**config.mk**
```make
export PLATFORM = sky130hd
export DESIGN_NAME = pkc_key_streamer_flat
export DESIGN_NICKNAME = d
export VERILOG_FILES = /design/src/rtl/pkc_key_streamer_pkg.sv /design/src/rtl/pkc_key_streamer_if.sv /design/src/rtl/pkc_key_streamer_section_counter.sv /design/src/rtl/pkc_key_streamer.sv /design/src/flat_wrapper.sv
export SDC_FILE = /design/constraint.sdc
export NUM_CORES = 1
export LEC_CHECK = 0
export ABC_AREA = 1
export CORE_MARGIN = 2
export CORE_UTILIZATION = 40
export CTS_BUF_LIST = sky130_fd_sc_hd__clkbuf_16
export CTS_CLUSTER_DIAMETER = 150
export DETAILED_ROUTE_END_ITERATION = 16
export PLACE_DENSITY_LB_ADDON = 0.1
export SYNTH_ARGS = -nofsm -noshare
export SYNTH_HDL_FRONTEND = slang
export SYNTH_SLANG_ARGS = --single-unit
```
**constraint.sdc**
```tcl
create_clock -name clk -period 4.51 [get_ports clk]
set_clock_uncertainty 0.05 [all_clocks]
set_input_delay 1.1275 -clock clk [delete_from_list [all_inputs] [get_ports clk]]
set_output_delay 1.1275 -clock clk [all_outputs]
set_load 0.01 [all_outputs]
```
**src/rtl/pkc_key_streamer_pkg.sv**
```systemverilog
// Shared key-store geometry: code sizes, memory map, FSM encoding and section helpers.
package pkc_key_streamer_pkg;

    localparam int unsigned Q     = 3;
    localparam int unsigned T     = 1;
    localparam int unsigned N_MSG = Q * Q;
    localparam int unsigned N_PAR = 2 * T * Q;
    localparam int unsigned K_LEN = N_MSG + N_PAR;
    localparam int unsigned DEPTH = 3 * N_MSG + 3 * K_LEN + N_PAR;
    localparam int unsigned AW    = $clog2(DEPTH);
    localparam int unsigned CW    = $clog2(K_LEN + 1);

    localparam int unsigned BASE_G  = 0;
    localparam int unsigned BASE_S  = N_MSG;
    localparam int unsigned BASE_P  = 2 * N_MSG;
    localparam int unsigned BASE_HR = 2 * N_MSG + K_LEN;
    localparam int unsigned BASE_HC = 2 * N_MSG + K_LEN + N_PAR;
    localparam int unsigned BASE_SI = 2 * N_MSG + 2 * K_LEN + N_PAR;
    localparam int unsigned BASE_PI = 3 * N_MSG + 2 * K_LEN + N_PAR;

    typedef enum logic [2:0] {
        ST_IDLE,
        ST_KG_G,
        ST_KG_S,
        ST_KG_P,
        ST_DC_HR,
        ST_DC_HC,
        ST_DC_SI,
        ST_DC_PI
    } state_e;

    function automatic logic [AW-1:0] sec_base(input state_e s);
        case (s)
            ST_KG_G:  return AW'(BASE_G);
            ST_KG_S:  return AW'(BASE_S);
            ST_KG_P:  return AW'(BASE_P);
            ST_DC_HR: return AW'(BASE_HR);
            ST_DC_HC: return AW'(BASE_HC);
            ST_DC_SI: return AW'(BASE_SI);
            ST_DC_PI: return AW'(BASE_PI);
            default:  return AW'(0);
        endcase
    endfunction

    // Element count of section idx within a keygen (job_dc=0) or decrypt (job_dc=1) job.
    function automatic logic [CW-1:0] sec_len(input logic job_dc, input logic [1:0] idx);
        if (!job_dc) begin
            case (idx)
                2'd0, 2'd1: return CW'(N_MSG);
                default:    return CW'(K_LEN);
            endcase
        end else begin
            case (idx)
                2'd0:    return CW'(N_PAR);
                2'd2:    return CW'(N_MSG);
                default: return CW'(K_LEN);
            endcase
        end
    endfunction

    function automatic state_e next_section(input state_e s);
        case (s)
            ST_KG_G:  return ST_KG_S;
            ST_KG_S:  return ST_KG_P;
            ST_DC_HR: return ST_DC_HC;
            ST_DC_HC: return ST_DC_SI;
            ST_DC_SI: return ST_DC_PI;
            default:  return ST_IDLE;
        endcase
    endfunction

endpackage

```
**src/rtl/pkc_key_streamer_if.sv**
```systemverilog
// Job control, key-memory port and matrix buses between the streamer and its environment.
interface pkc_key_streamer_if;

    logic                                     load_keygen;
    logic                                     load_decrypt;
    logic                                     mem_rd_en;
    logic [pkc_key_streamer_pkg::AW-1:0]      mem_addr;
    logic [pkc_key_streamer_pkg::K_LEN-1:0]   mem_rd_data;
    logic                                     start;
    logic [pkc_key_streamer_pkg::K_LEN-1:0]   generator;
    logic                                     generator_ready;
    logic [pkc_key_streamer_pkg::N_MSG-1:0]   S;
    logic                                     S_ready;
    logic [pkc_key_streamer_pkg::K_LEN-1:0]   P;
    logic                                     P_ready;
    logic [pkc_key_streamer_pkg::K_LEN-1:0]   parity_check_row;
    logic [pkc_key_streamer_pkg::N_PAR-1:0]   parity_check_col;
    logic                                     parity_ready;
    logic [pkc_key_streamer_pkg::N_MSG-1:0]   S_inv;
    logic                                     S_inv_ready;
    logic [pkc_key_streamer_pkg::K_LEN-1:0]   P_inv;
    logic                                     P_inv_ready;
    logic                                     busy;
    logic                                     done;

    modport master (
        input  load_keygen, load_decrypt, mem_rd_data,
        output mem_rd_en, mem_addr, start, generator, generator_ready, S, S_ready, P, P_ready,
               parity_check_row, parity_check_col, parity_ready, S_inv, S_inv_ready,
               P_inv, P_inv_ready, busy, done
    );

    modport slave (
        output load_keygen, load_decrypt, mem_rd_data,
        input  mem_rd_en, mem_addr, start, generator, generator_ready, S, S_ready, P, P_ready,
               parity_check_row, parity_check_col, parity_ready, S_inv, S_inv_ready,
               P_inv, P_inv_ready, busy, done
    );

endinterface

```
**src/rtl/pkc_key_streamer_section_counter.sv**
```systemverilog
// Element counter within a section; owns the section lengths of each job type.
module pkc_section_counter
    import pkc_key_streamer_pkg::*;
(
    input  logic clk,
    input  logic reset,
    input  logic i_start,
    input  logic i_job_dc,
    input  logic i_advance,
    output logic o_terminal_c,
    output logic o_job_last_c
);

    logic [CW-1:0] r_count;
    logic [1:0]    r_section;
    logic          r_job_dc;
    logic [CW-1:0] w_len;
    logic [1:0]    w_last_idx;

    assign w_len        = sec_len(r_job_dc, r_section);
    assign w_last_idx   = r_job_dc ? 2'd3 : 2'd2;
    assign o_terminal_c = i_advance && (r_count == (w_len - CW'(1)));
    assign o_job_last_c = o_terminal_c && (r_section == w_last_idx);

    // Count wraps to 0 at every section boundary; section index steps on terminal.
    always_ff @(posedge clk or posedge reset) begin
        if (reset) begin
            r_count   <= '0;
            r_section <= '0;
            r_job_dc  <= 1'b0;
        end else if (i_start) begin
            r_count   <= '0;
            r_section <= '0;
            r_job_dc  <= i_job_dc;
        end else if (o_terminal_c) begin
            r_count   <= '0;
            r_section <= r_section + 2'd1;
        end else if (i_advance) begin
            r_count   <= r_count + CW'(1);
        end
    end

endmodule

```
**src/rtl/pkc_key_streamer.sv**
```systemverilog
// Replays key matrices from a synchronous key memory onto the PKC_TOP buses, one element per cycle.
module pkc_key_streamer
    import pkc_key_streamer_pkg::*;
(
    input  logic               clk,
    input  logic               reset,
    pkc_key_streamer_if.master bus
);

    state_e          r_state, w_state_nx;
    logic            r_rd_en, w_rd_en_nx;
    logic [AW-1:0]   r_addr, w_addr_nx;
    logic            w_kg_go, w_dc_go;
    logic            w_term_c, w_job_last_c;

    logic            r_vld1, r_last1, r_last2;
    state_e          r_sec1;
    logic            r_busy, r_done, r_start;
    logic [K_LEN-1:0] r_gen, r_p, r_hrow, r_pi;
    logic [N_MSG-1:0] r_s, r_si;
    logic [N_PAR-1:0] r_hcol;
    logic            r_gen_rdy, r_s_rdy, r_p_rdy, r_h_rdy, r_si_rdy, r_pi_rdy;

    pkc_section_counter u_counter (
        .clk          (clk),
        .reset        (reset),
        .i_start      (w_kg_go || w_dc_go),
        .i_job_dc     (w_dc_go),
        .i_advance    (r_state != ST_IDLE),
        .o_terminal_c (w_term_c),
        .o_job_last_c (w_job_last_c)
    );

    // State always names the section of the address currently on mem_addr.
    always_ff @(posedge clk or posedge reset) begin
        if (reset) begin
            r_state <= ST_IDLE;
            r_rd_en <= 1'b0;
            r_addr  <= '0;
        end else begin
            r_state <= w_state_nx;
            r_rd_en <= w_rd_en_nx;
            r_addr  <= w_addr_nx;
        end
    end

    always_comb begin
        w_state_nx = r_state;
        w_rd_en_nx = 1'b0;
        w_addr_nx  = r_addr;
        w_kg_go    = 1'b0;
        w_dc_go    = 1'b0;
        if (r_state == ST_IDLE) begin
            if (!r_busy && bus.load_keygen) begin
                w_kg_go    = 1'b1;
                w_state_nx = ST_KG_G;
            end else if (!r_busy && bus.load_decrypt) begin
                w_dc_go    = 1'b1;
                w_state_nx = ST_DC_HR;
            end
            if (w_state_nx != ST_IDLE) begin
                w_rd_en_nx = 1'b1;
                w_addr_nx  = sec_base(w_state_nx);
            end
        end else if (w_term_c) begin
            w_state_nx = next_section(r_state);
            w_rd_en_nx = !w_job_last_c;
            if (!w_job_last_c) begin
                w_addr_nx = sec_base(w_state_nx);
            end
        end else begin
            w_rd_en_nx = 1'b1;
            w_addr_nx  = r_addr + AW'(1);
        end
    end

    // Read data arrives one cycle after the strobe; route it by the section tag delayed alongside.
    always_ff @(posedge clk or posedge reset) begin
        if (reset) begin
            r_vld1    <= 1'b0;
            r_last1   <= 1'b0;
            r_last2   <= 1'b0;
            r_sec1    <= ST_IDLE;
            r_busy    <= 1'b0;
            r_done    <= 1'b0;
            r_start   <= 1'b0;
            r_gen     <= '0;
            r_s       <= '0;
            r_p       <= '0;
            r_hrow    <= '0;
            r_hcol    <= '0;
            r_si      <= '0;
            r_pi      <= '0;
            r_gen_rdy <= 1'b0;
            r_s_rdy   <= 1'b0;
            r_p_rdy   <= 1'b0;
            r_h_rdy   <= 1'b0;
            r_si_rdy  <= 1'b0;
            r_pi_rdy  <= 1'b0;
        end else begin
            r_vld1  <= r_rd_en;
            r_sec1  <= r_state;
            r_last1 <= w_job_last_c;
            r_last2 <= r_vld1 && r_last1;
            r_done  <= r_last2;
            if (w_kg_go || w_dc_go) begin
                r_busy <= 1'b1;
            end else if (r_last2) begin
                r_busy <= 1'b0;
            end
            if (w_kg_go) begin
                r_gen_rdy <= 1'b0;
                r_s_rdy   <= 1'b0;
                r_p_rdy   <= 1'b0;
            end
            if (w_dc_go) begin
                r_h_rdy  <= 1'b0;
                r_si_rdy <= 1'b0;
                r_pi_rdy <= 1'b0;
            end
            if (r_vld1) begin
                case (r_sec1)
                    ST_KG_G: begin
                        r_gen     <= bus.mem_rd_data;
                        r_gen_rdy <= 1'b1;
                        r_start   <= 1'b1;
                    end
                    ST_KG_S: begin
                        r_s     <= bus.mem_rd_data[N_MSG-1:0];
                        r_s_rdy <= 1'b1;
                    end
                    ST_KG_P: begin
                        r_p     <= bus.mem_rd_data;
                        r_p_rdy <= 1'b1;
                    end
                    ST_DC_HR: begin
                        r_hrow  <= bus.mem_rd_data;
                        r_h_rdy <= 1'b1;
                    end
                    ST_DC_HC: begin
                        r_hcol  <= bus.mem_rd_data[N_PAR-1:0];
                        r_h_rdy <= 1'b1;
                    end
                    ST_DC_SI: begin
                        r_si     <= bus.mem_rd_data[N_MSG-1:0];
                        r_si_rdy <= 1'b1;
                    end
                    ST_DC_PI: begin
                        r_pi     <= bus.mem_rd_data;
                        r_pi_rdy <= 1'b1;
                    end
                    default: ;
                endcase
            end
        end
    end

    assign bus.mem_rd_en        = r_rd_en;
    assign bus.mem_addr         = r_addr;
    assign bus.start            = r_start;
    assign bus.generator        = r_gen;
    assign bus.generator_ready  = r_gen_rdy;
    assign bus.S                = r_s;
    assign bus.S_ready          = r_s_rdy;
    assign bus.P                = r_p;
    assign bus.P_ready          = r_p_rdy;
    assign bus.parity_check_row = r_hrow;
    assign bus.parity_check_col = r_hcol;
    assign bus.parity_ready     = r_h_rdy;
    assign bus.S_inv            = r_si;
    assign bus.S_inv_ready      = r_si_rdy;
    assign bus.P_inv            = r_pi;
    assign bus.P_inv_ready      = r_pi_rdy;
    assign bus.busy             = r_busy;
    assign bus.done             = r_done;

endmodule

```
**src/flat_wrapper.sv**
```systemverilog
// flat-port wrapper written by rule: the top's interface ports become plain ports
module pkc_key_streamer_flat import pkc_key_streamer_pkg::*;
  (clk, reset, bus_load_keygen, bus_load_decrypt, bus_mem_rd_data, bus_mem_rd_en, bus_mem_addr, bus_start, bus_generator, bus_generator_ready, bus_S, bus_S_ready, bus_P, bus_P_ready, bus_parity_check_row, bus_parity_check_col, bus_parity_ready, bus_S_inv, bus_S_inv_ready, bus_P_inv, bus_P_inv_ready, bus_busy, bus_done);
  pkc_key_streamer_if bus_i ();
  input  logic clk;
  input  logic reset;
  input wire logic [$bits(bus_i.load_keygen)-1:0] bus_load_keygen;
  input wire logic [$bits(bus_i.load_decrypt)-1:0] bus_load_decrypt;
  input wire logic [$bits(bus_i.mem_rd_data)-1:0] bus_mem_rd_data;
  output wire logic [$bits(bus_i.mem_rd_en)-1:0] bus_mem_rd_en;
  output wire logic [$bits(bus_i.mem_addr)-1:0] bus_mem_addr;
  output wire logic [$bits(bus_i.start)-1:0] bus_start;
  output wire logic [$bits(bus_i.generator)-1:0] bus_generator;
  output wire logic [$bits(bus_i.generator_ready)-1:0] bus_generator_ready;
  output wire logic [$bits(bus_i.S)-1:0] bus_S;
  output wire logic [$bits(bus_i.S_ready)-1:0] bus_S_ready;
  output wire logic [$bits(bus_i.P)-1:0] bus_P;
  output wire logic [$bits(bus_i.P_ready)-1:0] bus_P_ready;
  output wire logic [$bits(bus_i.parity_check_row)-1:0] bus_parity_check_row;
  output wire logic [$bits(bus_i.parity_check_col)-1:0] bus_parity_check_col;
  output wire logic [$bits(bus_i.parity_ready)-1:0] bus_parity_ready;
  output wire logic [$bits(bus_i.S_inv)-1:0] bus_S_inv;
  output wire logic [$bits(bus_i.S_inv_ready)-1:0] bus_S_inv_ready;
  output wire logic [$bits(bus_i.P_inv)-1:0] bus_P_inv;
  output wire logic [$bits(bus_i.P_inv_ready)-1:0] bus_P_inv_ready;
  output wire logic [$bits(bus_i.busy)-1:0] bus_busy;
  output wire logic [$bits(bus_i.done)-1:0] bus_done;
  assign bus_i.load_keygen = bus_load_keygen;
  assign bus_i.load_decrypt = bus_load_decrypt;
  assign bus_i.mem_rd_data = bus_mem_rd_data;
  assign bus_mem_rd_en = bus_i.mem_rd_en;
  assign bus_mem_addr = bus_i.mem_addr;
  assign bus_start = bus_i.start;
  assign bus_generator = bus_i.generator;
  assign bus_generator_ready = bus_i.generator_ready;
  assign bus_S = bus_i.S;
  assign bus_S_ready = bus_i.S_ready;
  assign bus_P = bus_i.P;
  assign bus_P_ready = bus_i.P_ready;
  assign bus_parity_check_row = bus_i.parity_check_row;
  assign bus_parity_check_col = bus_i.parity_check_col;
  assign bus_parity_ready = bus_i.parity_ready;
  assign bus_S_inv = bus_i.S_inv;
  assign bus_S_inv_ready = bus_i.S_inv_ready;
  assign bus_P_inv = bus_i.P_inv;
  assign bus_P_inv_ready = bus_i.P_inv_ready;
  assign bus_busy = bus_i.busy;
  assign bus_done = bus_i.done;
  pkc_key_streamer u_core (.clk(clk), .reset(reset), .bus(bus_i));
endmodule
```
==> metrics.txt <==
# TYPE chip_impl_metric gauge
chip_impl_metric{name="die_w",unit="um"} 114
chip_impl_metric{name="min_period_over_period",unit="%"} 57.2
chip_impl_metric{name="final-hold-violation-count",unit=""} 0
chip_impl_info{name="tritoncts",value="yes"} 1
chip_impl_info{name="critical_path_class",value="reg2out"} 1
chip_impl_metric{name="dp.cells",unit=""} 775
chip_impl_metric{name="clk-insertion-delay-late",unit="ns"} 0.40
chip_impl_metric{name="largest_net_degree_at_the_start_of_global_routing",unit=""} 67
chip_impl_info{name="synth_largest_area_cell",value="sky130_fd_sc_hd__dfrtp_1"} 1
chip_impl_metric{name="critical_path.max_fanout",unit=""} 4
chip_impl_info{name="crit_chain",value="clkdlybuf4s50_1"} 1
chip_impl_metric{name="synth_cell_types",unit=""} 23
chip_impl_metric{name="tightestPinTransition",unit="ns"} 1.05
chip_impl_metric{name="grt_antenna_before_repair",unit=""} 0
chip_impl_metric{name="detail_route.first_pass.iterations",unit=""} 5
chip_impl_info{name="crit_start",value="u_core.bus.mem_addr[5]$_DFFE_PP0P_"} 1
chip_impl_metric{name="grt_pass1_wl",unit="um"} 19900
chip_impl_metric{name="maxSlewHeadroom",unit="%"} 29.9
chip_impl_metric{name="die_area",unit="um^2"} 13000
chip_impl_metric{name="gr-usage-all-layers",unit="%"} 20.1
chip_impl_metric{name="cts.sink_count",unit=""} 117
chip_impl_info{name="timing.critical_path.max_delay_family",value="buffers and inverters"} 1
chip_impl_metric{name="path_buf_inv",unit=""} 1
chip_impl_info{name="ctsRootBufferMaster",value="sky130_fd_sc_hd__clkbuf_16"} 1
chip_impl_metric{name="nFillCells",unit=""} 1112
chip_impl_metric{name="placement.setup.worst_slack",unit="ns"} 1.72
chip_impl_metric{name="die_y",unit="um"} 114
chip_impl_metric{name="synth.avg_cell_area",unit="um^2"} 9.21
chip_impl_metric{name="cts-buffers-inserted",unit=""} 17
chip_impl_metric{name="gp_congestion",unit=""} 0.818
chip_impl_metric{name="post-route-min-period",unit="ns"} 2.58
chip_impl_info{name="critPathCaptureType",value="output pin"} 1
chip_impl_metric{name="final_cell_count_no_fill",unit=""} 807
chip_impl_metric{name="initial_utilization",unit="%"} 40.5
chip_impl_metric{name="ys_seq_elements",unit=""} 117
chip_impl_metric{name="first_global_vias",unit=""} 3789
chip_impl_metric{name="post_route_cells_drive_above_1_share",unit="%"} 6.67
chip_impl_info{name="most_common_cell_after_layout_fill_and_taps_aside",value="sky130_fd_sc_hd__nand2_1"} 1
chip_impl_metric{name="cellLeakagePower",unit="nW"} 3.22
chip_impl_metric{name="via_per_inst",unit=""} 4.94
chip_impl_metric{name="buffer_ports.inserted",unit=""} 119
chip_impl_metric{name="netlist_instances",unit=""} 524
chip_impl_metric{name="cp.depth",unit=""} 1
chip_impl_metric{name="fin_tns_setup",unit="ns"} 0
chip_impl_info{name="netlist_top_cells_area",value="sky130_fd_sc_hd__dfrtp_1 61%, sky130_fd_sc_hd__nand2_1 12%, sky130_fd_sc_hd__o21ai_0 10%"} 1
chip_impl_info{name="reg2reg_from",value="u_core.r_state[0]$_DFFE_PP0P_"} 1
chip_impl_metric{name="initial_drc_count",unit=""} 262
chip_impl_metric{name="wl_per_cell",unit="um"} 15.3
chip_impl_info{name="cp_slowest_cell",value="sky130_fd_sc_hd__clkdlybuf4s50_1"} 1
chip_impl_metric{name="vias",unit=""} 3988
chip_impl_metric{name="endpoint_arrival_time_on_the_critical_path",unit="ns"} 1.40
chip_impl_metric{name="clock_transition_time_at_the_flip_flop_clock_pins_of_the_worst_setup_and_hold_paths",unit="ns"} 0.06
chip_impl_metric{name="maxClockFrequency",unit="GHz"} 0.388
chip_impl_metric{name="timing.reg2reg.worst_path_depth",unit=""} 9
chip_impl_metric{name="grt.overflow.total",unit=""} 0
chip_impl_metric{name="post_cts_resized",unit=""} 0
chip_impl_metric{name="hpwl",unit="um"} 8740
chip_impl_metric{name="final_net_count",unit=""} 676
chip_impl_info{name="worstSetupStartpointType",value="register"} 1
chip_impl_info{name="worst_r2r_endpoint",value="u_core.u_counter.r_count[2]$_DFFE_PP0P_"} 1
chip_impl_metric{name="cp.required",unit="ns"} 3.33
chip_impl_metric{name="max_cap_viol_count",unit=""} 0
chip_impl_metric{name="core.rowCount",unit=""} 40
chip_impl_metric{name="timing.reg2reg.setup_slack",unit="ns"} 2.33
chip_impl_metric{name="diodes",unit=""} 0
chip_impl_info{name="critPathCapture",value="bus_mem_addr[5]"} 1
chip_impl_metric{name="finalWorstSetupSlack",unit="ns"} 1.93
chip_impl_metric{name="utilization",unit="%"} 56.5
chip_impl_metric{name="h-tree-depth",unit=""} 4
chip_impl_metric{name="ant_nets",unit=""} 0
chip_impl_info{name="min-delay-path-class",value="reg2reg"} 1
chip_impl_metric{name="core-area",unit="um^2"} 11900
chip_impl_metric{name="vdd.ir_drop.worst",unit="mV"} 0.319
chip_impl_info{name="run_status",value="finished, final reports clean"} 1
chip_impl_metric{name="cts-hold-fix-buffers",unit=""} 0
chip_impl_metric{name="io-pin-count",unit=""} 120
chip_impl_info{name="layout_common_cells",value="152 x sky130_fd_sc_hd__nand2_1, 119 x sky130_fd_sc_hd__clkdlybuf4s50_1, 117 x sky130_fd_sc_hd__dfrtp_1"} 1
chip_impl_metric{name="timing.critical_path.slowest_cell_delay",unit="ns"} 0.57
chip_impl_metric{name="postSynthNetCount",unit=""} 553
chip_impl_metric{name="routed_wl",unit="um"} 12400
chip_impl_metric{name="area_growth_syn_to_layout",unit="%"} 39.5
chip_impl_metric{name="postCtsSetupBuffers",unit=""} 0
chip_impl_metric{name="powerDensity",unit="nW/um^2"} 818
chip_impl_metric{name="remaining_routing_drc_violations",unit=""} 0
chip_impl_metric{name="yosysTopAreaCellShare",unit="%"} 60.7
chip_impl_metric{name="timing_max_transition_violations_final",unit=""} 0
chip_impl_info{name="rsz0062_at_grt",value="false"} 1
chip_impl_metric{name="longest_clk_path_bufs",unit=""} 2
chip_impl_metric{name="sequential_area_share_after_synthesis",unit="%"} 60.7
chip_impl_metric{name="ys.warnings.count",unit=""} 0
chip_impl_metric{name="synth.cell_area",unit="um^2"} 4830
chip_impl_metric{name="setup-violations-final",unit=""} 0
-- area by class of cell --
| cell class | instances | area, um^2 | share of cell area [%] |
|---|---|---|---|
| timing repair buffer | 120 | 1210 | 18.0 |
| inverter | 49 | 189 | 2.81 |
| multi-input combinational | 342 | 1650 | 24.5 |
| sequential | 117 | 2930 | 43.5 |
| clock buffer | 17 | 425 | 6.32 |
| clock inverter | 15 | 141 | 2.10 |
| tap | 147 | 184 | 2.73 |
-- per-layer routing --
| metal | routed length [um] | track usage (%) |
|---|---|---|
| met1 | 5470 | 26.6 |
| met2 | 6220 | 33.0 |
| met3 | 545 | 4.73 |
| met4 | 152 | 6.50 |
| met5 | 0 | 0 |
-- stage by stage --
step	hold WS [ns]	instance area [um^2]	total power, mW
after floorplan	0.299	4830	3.06
after global placement	0.349	6160	4.20
after detailed placement	0.350	6160	4.26
after CTS	0.366	6730	5.55
after global routing	0.368	6730	5.92
final	0.368	6730	5.51
-- cell families (layout without fill, tap and decap cells) --
| kind of cell | count (synthesis) | after routing | synth area share (%) |
|---|---|---|---|
| buf+inv | 65 | 201 | 5.11 |
| simple gates | 215 | 215 | 18.8 |
| xor+xnor | 7 | 7 | 1.27 |
| compound gates | 110 | 110 | 11.5 |
| fa+ha+maj | 10 | 10 | 2.59 |
| flops | 117 | 117 | 60.7 |
-- flip-flops by register name, indices dropped and copies added, names as in the netlist, 3 cells and up --
register	cells
u_core.bus.P_inv	15
u_core.r_sec1	3
u_core.bus.S_inv	9
u_core.bus.generator	15
u_core.bus.S	9
u_core.u_counter.r_count	4
u_core.bus.parity_check_col	6
u_core.bus.P	15
u_core.bus.mem_addr	7
u_core.r_state	3
u_core.bus.parity_check_row	15
-- Yosys cell counts --
cell type,instances
sky130_fd_sc_hd__a21oi_1,8
sky130_fd_sc_hd__nand2_1,152
sky130_fd_sc_hd__ha_1,10
sky130_fd_sc_hd__nor2_1,15
sky130_fd_sc_hd__nand2_2,4
sky130_fd_sc_hd__dfrtp_1,117
sky130_fd_sc_hd__or2_2,1
sky130_fd_sc_hd__o21ai_0,97
sky130_fd_sc_hd__clkbuf_1,16
sky130_fd_sc_hd__o211ai_1,2
sky130_fd_sc_hd__inv_2,1
sky130_fd_sc_hd__xor2_1,7
sky130_fd_sc_hd__nand3_1,28
sky130_fd_sc_hd__inv_4,1
sky130_fd_sc_hd__nand2_4,1
sky130_fd_sc_hd__clkinv_1,1
sky130_fd_sc_hd__nor3_1,3
sky130_fd_sc_hd__nor2_4,2
sky130_fd_sc_hd__o21ai_1,3
sky130_fd_sc_hd__nand4_2,1
sky130_fd_sc_hd__nand4_1,7
sky130_fd_sc_hd__nor2_2,1
sky130_fd_sc_hd__inv_1,46
-- power breakdown --
group          leakage, nW  internal (mW)  switching (mW)
clock                0.277          0.804           0.469
combinational         1.55           1.14            1.22
sequential            1.39           1.55           0.325
total                 3.22           3.49            2.02
-- how the worst min path moves through the flow --
| stage | end | depth (start not counted) | slack [ns] | startpoint |
|---|---|---|---|---|
| CTS | u_core.bus.done$_DFF_PP0_ | 0 | 0.37 | u_core.r_last2$_DFF_PP0_ |
| floorplan | u_core.bus.done$_DFF_PP0_ | 0 | 0.30 | u_core.r_last2$_DFF_PP0_ |
| global route | u_core.bus.done$_DFF_PP0_ | 0 | 0.37 | u_core.r_last2$_DFF_PP0_ |
| finish | u_core.bus.done$_DFF_PP0_ | 0 | 0.37 | u_core.r_last2$_DFF_PP0_ |
| detailed placement | u_core.bus.done$_DFF_PP0_ | 0 | 0.35 | u_core.r_last2$_DFF_PP0_ |
| global placement | u_core.r_vld1$_DFF_PP0_ | 0 | 0.35 | u_core.bus.mem_rd_en$_DFF_PP0_ |
Note: power is estimated with default switching activity, not from simulation.
